<file path="src/rtl/pipeline_controller.sv">
// pipeline_controller: IF/ID/EX stage sequencing, UART write arbitration and perf counters
module pipeline_controller #(
  parameter int LOAD_USE_BUBBLES = 1,
  parameter int UART_GUARD = 2,
  parameter int CNT_W = 16
) (
  input  logic             clk,
  input  logic             rst,
  input  logic [4:0]       srcreg1_num_ID,
  input  logic [4:0]       srcreg2_num_ID,
  input  logic             src1_used_ID,
  input  logic             src2_used_ID,
  input  logic [4:0]       dstreg_num_EX,
  input  logic             reg_we_EX,
  input  logic             is_load_EX,
  input  logic             is_halt_EX,
  input  logic             br_taken_EX,
  input  logic             uart_req_EX,
  input  logic             uart_busy,
  output logic             pc_en,
  output logic             pc_sel_npc,
  output logic             id_en,
  output logic             id_flush,
  output logic             ex_en,
  output logic             ex_flush,
  output logic             uart_we_o,
  output logic             halted,
  output logic [CNT_W-1:0] stall_count,
  output logic [CNT_W-1:0] flush_count
);
  typedef enum logic [1:0] {RUN, LOAD_STALL, UART_WAIT, HALT} state_t;
  state_t state;
  logic [2:0] guard_cnt, bub_cnt;
  logic hazard, ubusy, stall_ev, flush_ev;
  // Mealy stage control: priority halt > UART > branch > load-use while running
  always_comb begin
    hazard = is_load_EX & reg_we_EX & (dstreg_num_EX != 5'd0) &
             ((src1_used_ID & (srcreg1_num_ID == dstreg_num_EX)) |
              (src2_used_ID & (srcreg2_num_ID == dstreg_num_EX)));
    ubusy = uart_busy | (guard_cnt != 3'd0);
    pc_en = 1'b1;
    id_en = 1'b1;
    ex_en = 1'b1;
    id_flush = 1'b0;
    ex_flush = 1'b0;
    pc_sel_npc = 1'b0;
    uart_we_o = 1'b0;
    halted = 1'b0;
    stall_ev = 1'b0;
    flush_ev = 1'b0;
    if (rst) begin
      {pc_en, id_en, ex_en} = 3'b000;
      {id_flush, ex_flush} = 2'b11;
    end else begin
      case (state)
        RUN: begin
          if (is_halt_EX) begin
            {pc_en, id_en, ex_en} = 3'b000;
            ex_flush = 1'b1;
          end else if (uart_req_EX) begin
            {pc_en, id_en, ex_en} = ubusy ? 3'b000 : 3'b111;
            uart_we_o = ~ubusy;
            stall_ev = ubusy;
          end else if (br_taken_EX) begin
            pc_sel_npc = 1'b1;
            {id_flush, ex_flush} = 2'b11;
            flush_ev = 1'b1;
          end else if (hazard) begin
            {pc_en, id_en} = 2'b00;
            ex_flush = 1'b1;
            stall_ev = 1'b1;
          end
        end
        LOAD_STALL: begin
          {pc_en, id_en} = 2'b00;
          ex_flush = 1'b1;
          stall_ev = 1'b1;
        end
        UART_WAIT: begin
          {pc_en, id_en, ex_en} = ubusy ? 3'b000 : 3'b111;
          uart_we_o = ~ubusy;
          stall_ev = ubusy;
        end
        HALT: begin
          {pc_en, id_en, ex_en} = 3'b000;
          halted = 1'b1;
        end
        default: ;
      endcase
    end
  end
  // State, bubble/guard counters and saturating performance counters
  always_ff @(posedge clk) begin
    if (rst) begin
      state <= RUN;
      guard_cnt <= 3'd0;
      bub_cnt <= 3'd0;
      stall_count <= '0;
      flush_count <= '0;
    end else begin
      guard_cnt <= uart_we_o ? 3'(UART_GUARD) : guard_cnt - 3'(guard_cnt != 3'd0);
      stall_count <= stall_count + CNT_W'(stall_ev & ~&stall_count);
      flush_count <= flush_count + CNT_W'(flush_ev & ~&flush_count);
      case (state)
        RUN: begin
          if (is_halt_EX) state <= HALT;
          else if (uart_req_EX & ubusy) state <= UART_WAIT;
          else if (!uart_req_EX & !br_taken_EX & hazard & (LOAD_USE_BUBBLES > 1)) begin
            state <= LOAD_STALL;
            bub_cnt <= 3'(LOAD_USE_BUBBLES - 1);
          end
        end
        LOAD_STALL: begin
          bub_cnt <= bub_cnt - 3'd1;
          if (bub_cnt <= 3'd1) state <= RUN;
        end
        UART_WAIT: if (!ubusy) state <= RUN;
        HALT: state <= HALT;
        default: state <= RUN;
      endcase
    end
  end
endmodule

</file>
<file path="config.mk">
export PLATFORM = sky130hd
export DESIGN_NAME = pipeline_controller
export DESIGN_NICKNAME = d
export VERILOG_FILES = /design/src/rtl/pipeline_controller.sv
export SDC_FILE = /design/constraint.sdc
export NUM_CORES = 1
export LEC_CHECK = 0
export ABC_CLOCK_PERIOD_IN_PS = 3000
export BUFFER_PORTS_ARGS = -buffer_cell sky130_fd_sc_hd__buf_2
export CAP_MARGIN = 20
export CELL_PAD_IN_SITES_DETAIL_PLACEMENT = 1
export CELL_PAD_IN_SITES_GLOBAL_PLACEMENT = 1
export CORE_MARGIN = 2
export CORE_UTILIZATION = 34
export CTS_CLUSTER_SIZE = 16
export DETAILED_ROUTE_END_ITERATION = 8
export PLACE_DENSITY = 0.75
export RECOVER_POWER = 100
export SETUP_SLACK_MARGIN = 0.1
export SLEW_MARGIN = 20
export SYNTH_ARGS = -nofsm -noshare
export SYNTH_HDL_FRONTEND = slang
export SYNTH_SLANG_ARGS = --single-unit
export TNS_END_PERCENT = 20
</file>
<file path="constraint.sdc">
create_clock -name clk -period 3 [get_ports clk]
set_clock_uncertainty 0.15 [all_clocks]
set_input_delay 0.9 -clock clk [delete_from_list [all_inputs] [get_ports clk]]
set_output_delay 0.9 -clock clk [all_outputs]
set_load 0.005 [all_outputs]
</file>
Word-level counts from Yosys, hierarchy flattened
Index checks and enable logic that the tools add are counted.
W data, S select, Z words.
{"block": "op_classes", "add_sub_neg": 4, "magnitude_cmp": 1, "n_eq_ne": 8, "muxes": 44, "bitwise_logic": 11, "reduce_logical": 10}
{"cell": "$add A16 B1 Y16", "n": 2}
{"cell": "$reduce_and A16 Y1", "n": 2}
{"cell": "$mux W1", "n": 31}
{"cell": "$pmux W1 S3", "n": 4}
{"cell": "$eq A5 B5 Y1", "n": 2}
{"cell": "$mux W2", "n": 5}
{"cell": "$and A1 B1 Y1", "n": 8}
{"cell": "$pmux W2 S4", "n": 1}
{"cell": "$reduce_bool A5 Y1", "n": 1}
{"cell": "$eq A2 B2 Y1 const B", "n": 2}
{"cell": "$ne A2 B2 Y1 const B", "n": 2}
{"cell": "$pmux W1 S2", "n": 2}
{"cell": "$reduce_or A2 Y1", "n": 2}
{"cell": "$le A3 B1 Y1 const B", "n": 1}
{"cell": "$mux W3", "n": 1}
{"cell": "$ne A3 B3 Y1 const B", "n": 1}
{"cell": "$reduce_and A3 Y1", "n": 1}
{"cell": "$reduce_bool A3 Y1", "n": 1}
{"cell": "$sub A3 B1 Y3", "n": 1}
{"cell": "$sub A3 B1 Y3 const B", "n": 1}
{"cell": "$eq A2 B1 Y1 const B", "n": 1}
{"cell": "$logic_not A1 Y1", "n": 2}
{"cell": "$logic_not A2 Y1", "n": 1}
{"cell": "$or A1 B1 Y1", "n": 2}
{"cell": "$not A1 Y1", "n": 1}
{"block": "totals", "reg_bits": 40, "in_bits": 25, "out_inout_bits": 40, "word_cells": 84}

Longest topological paths before layout
{"block": "depth", "ltp_word": 12, "mapped_depth": 13, "ltp_nobuf": 12}

Least setup slack after synthesis
OpenSTA, ideal clock, no wires.
{"block": "synth_path", "path_kind": "input port to output port", "startpoint": "input port uart_busy", "endpoint": "output port pc_en", "t_arrival_ns": 2.142, "required_time_ns": 1.950, "slack_ns": -0.192, "stages": 6, "n_path_buf": 2, "path_cell_list": "or4_4 > buf_6 > or3_4 > a21oi_2 > o21a_1 > buf_4"}
{"block": "synth_between", "elab_chain_len": 6}
{"item": "start, declared", "line_no": "19", "rtl": "input logic uart_busy,"}
{"item": "$or A1 B1 Y1 *", "line_no": "40", "rtl": "ubusy = uart_busy | (guard_cnt != 3'd0);"}
{"item": "$mux W3 *", "line_no": "61, 80"}
{"item": "$mux W1", "line_no": "60", "rtl": "end else if (uart_req_EX) begin"}
{"item": "$mux W1", "line_no": "57", "rtl": "if (is_halt_EX) begin"}
{"item": "$pmux W1 S3 *", "line_no": "55", "rtl": "case (state)"}
{"item": "$mux W1 *", "line_no": "51", "rtl": "if (rst) begin"}
{"item": "end, declared", "line_no": "20", "rtl": "output logic pc_en,"}
Mark *: on every way between the ends. The rest lies on a longest branch, timed or not.

Worst setup path in the final report
Ends and elaborated chain as after synthesis.

==> results by stage <==
Floorplan:
- The width of the chip is 84.8 um.
- The height of the die is 84.8 um.
- The floorplan step defined a die boundary enclosing 7180 um2.
- The number of core rows is 29.
- The count of boundary I/O pins is 65.
- The effective utilization at floorplan is 0.351.
- The total area inside the core boundary comes to 6310 um2.

Synthesis:
- In this run the mean area of a mapped cell was 8.56 um2.
- Counting flops with an async set or reset pin after synthesis yields a share of 0.
- The most frequently used cell type in the post-synthesis netlist is nor2_1.
- The post-synthesis adder-cell area fraction is 0.0790.
- Of the total synthesized cell area, the portion taken by XOR and XNOR cells is 0.138.
- The compound-gate portion of the synthesized area is 0.0903.
- The multiplexer fraction of the synthesized cell area is 0.0198.
- Sorting the synthesized cells by area gives the leading types as dfxtp_1, ha_1, xnor2_1.
- Of the post-synthesis cell area, the dominant cell type holds 0.361.
- The largest family of logic cells by synthesized area is simple AND/OR/NAND/NOR gates.
- The total of warnings raised by yosys is 0.
- Synthesis handed over a netlist of 259 instances.
- The share of the Yosys chip area taken by registers is 0.361.
- dfxtp_1 takes more of the synthesized area than any other cell.
- The number of enable flip-flop cells after synthesis is 0.
- Of the total synthesized cell area, the portion taken by AND, OR, NAND and NOR gates is 0.274.
- After synthesis, the netlist uses 48 different library cells.
- The area of the mapped netlist is 2220 um2.
- In the synthesized netlist the dominant register cell turns out to be dfxtp_1.
- In this run, synthesis produced a sequential element count of 40.
- The post-synthesis net count is 298.
- By count the netlist is led by nor2_1, dfxtp_1, xnor2_1.

Layout:
- The count of non-filler cells in the finished layout is 423.
- The number of nets in the layout is 385.
- The post-synthesis to final-layout area growth is 30.9%.
- The count of antenna diodes in the layout is 0.
- In the final layout, the share of cells above drive strength 1 is 0.263.
- The post-route cell area is 2900 um2.

GRT:
- The total routing usage reported by global routing is 0.178.
- The largest net degree at the start of global routing is 32.
- The first global-routing pass estimated 10.3 mm of wire.
- The number of global-route vias before repair came to 2,190.
- The global-route congestion overflow total is 0.
- The initial antenna violation count is 0.

Clock network:
- The clock reaches the later pin of the worst-skew pair after 300 ps.
- The cts-stage hold buffer count is 0.
- The clock-pin slew on the worst setup and hold paths is 80 ps.
- Counting along the longest clock path gives a buffer depth of 2.
- The H-tree generated during clock tree synthesis spans 2 levels.
- TritonCTS built the clock tree.
- Counting the buffers created by CTS gives 5.
- The total clock sinks is 40.
- The cell at the root of the clock tree is clkbuf_8.

Timing:
- The headroom to the max-slew limit is 0.734.
- The achievable frequency is 316 MHz.
- The transition time at the pin with the least slew margin is 400 ps.
- The final-report hold violation count is 0.
- Setup violations remaining at the end of the flow were counted as 8.
- The final cycle utilization of the critical path is 1.05.
- Subtracting the final worst setup slack from the clock period gives 3160 ps.
- Setup repair after global routing could not meet its margin everywhere.
- Adding up every negative setup slack in the final design gives -600 ps.
- The worst-case setup margin in the final layout is -165 ps.
- The total count of max-transition violations in the final report came to 0.

Worst setup path:
- The data required time at the worst endpoint is 1950 ps.
- At the worst endpoint, the arrival time is 2110 ps.
- The path depth of the worst reg2reg path is 10.
- Setup slack on the worst reg-to-reg path comes out at 160 ps.
- The worst reg2reg path startpoint is stall_count[4].
- The worst register-to-register path ends at stall_count[8].
- The critical path is of the in2out type.
- The kind of end point of the critical path is an output pin.
- The worst setup path is launched from an input port.
- The largest fanout on the critical path is 2.

Detailed routing:
- The total length of routed wires is 6.34 mm.
- The count of TritonRoute iterations in the first routing pass is 4.
- The post-detailed-route wirelength per cell is 15.0 um.
- The count of antenna-violating nets left after detailed routing is 0.
- For this run, design rule violations remaining after detail routing come to 0.
- The routed layout has 2,145 vias.
- The initial detailed-routing violation count is 38.
- The detailed-route vias per instance is 5.07.

Hold path:
- The worst hold path begins at bub_cnt[2].
- The worst hold path passes through 2 cells.
- For hold timing, the worst endpoint is bub_cnt[2].
- The path class of the tightest hold or removal check is reg2reg.

Placed design:
- Routability-driven placement finished with a final weighted congestion of 0.797.
- The HPWL after detailed placement is 4.79 mm.
- The placed instance area is 2770 um2.
- During placement, the flow inserted port buffers numbering 64.
- The placed instance count is 415.

Flow run:
- The tool flagged a number of max-cap violations equal to 0.

Power and ir drop:
- The total design power is 1450 uW.
- The worst vdd rail ir drop is 0.000296 V.
- In this run the static leakage power is 0.00115 uW.
- The total power per unit cell area is 501 nW/um2.

Outcome:
- The final reports fail on setup timing.
- The flow ran to the end, but the final reports show violations.
worst max-delay path by stage:
stage                           startpoint  slack (ps)  depth (start not counted)         endpoint
after floorplan                  uart_busy        -190                          6            pc_en
after CTS                 dstreg_num_EX[3]        -180                          7         ex_flush
after global routing      dstreg_num_EX[0]        -240                          7         ex_flush
final                            uart_busy        -160                          6            pc_en
after detailed placement  dstreg_num_EX[3]        -320                         11  stall_count[14]
after global placement    dstreg_num_EX[3]        -190                         11  stall_count[12]
repair_timing:
action / CTS / global route
setup endpoints to repair: 9 / 17
setup buffers: 0 / 1
resized for setup: 10 / 22
pin swaps: 3 / 6
hold endpoints to repair: 0 / 0
layer usage:
layer	wire length (um)	share of wire	vias to the layer above	global-route usage
li1	-	-	1067	-
met1	2750	0.43	1043	0.211
met2	3330	0.52	27	0.318
met3	151	0.024	8	0.0334
met4	110	0.017	0	0.0635
met5	0	0	-	0
layout make-up:
type / count / area [um2]
Sequential cell: 40 / 801
Clock buffer: 5 / 68.8
Timing Repair Buffer: 89 / 468
Fill cell: 811 / 3410
Tap cell: 77 / 96.3
Inverter: 10 / 37.5
Clock inverter: 2 / 12.5
Multi-Input combinational cell: 200 / 1420
flip-flops by register name (all words and copies together) (netlist names):
signal,count
bub_cnt,3
guard_cnt,3
flush_count,16
state,2
stall_count,16
cells by family after synthesis:
kind of cell / Yosys count
compound gates: 29
xor+xnor: 35
fa+ha+maj: 14
buf+inv: 19
flops: 40
mux: 4
simple gates: 118
cell usage in the layout, fill, tap and decap left out, types with 5 or more instances in the layout:
cell type / netlist / layout
a21oi_1: 7 / 6
buf_2: 1 / 42
buf_4: 1 / 13
clkbuf_1: 5 / 26
clkbuf_8: 0 / 5
dfxtp_1: 40 / 40
ha_1: 14 / 13
inv_1: 10 / 10
nand2_1: 7 / 7
nand3_1: 12 / 11
nand4_1: 12 / 12
nor2_1: 43 / 42
nor2b_1: 8 / 8
nor3_1: 8 / 8
o21ai_0: 6 / 6
xnor2_1: 19 / 19
xor2_1: 16 / 14
power breakdown:
group	internal, uW	leakage [uW]	switching [uW]	total (uW)
logic	225	0.000787	248	473
clock network	158	0.0000400	198	356
registers	579	0.000324	44.1	623
critical path, cell delays in order:
cell and delay, ps:
clkbuf_1 90, or4_1 410, or3_4 350, a21oi_2 120, o21a_1 140, buf_2 110
through the flow:
stage / hold slack, ps / util / setup slack, ps
global route: 395 / 0.460 / -238
finish: 361 / 0.460 / -165
floorplan: 323 / - / -192
global placement: 337 / 0.438 / -187
detailed placement: 348 / 0.438 / -317
CTS: 370 / 0.457 / -184
No activity file was read; power rests on OpenSTA's default activity.
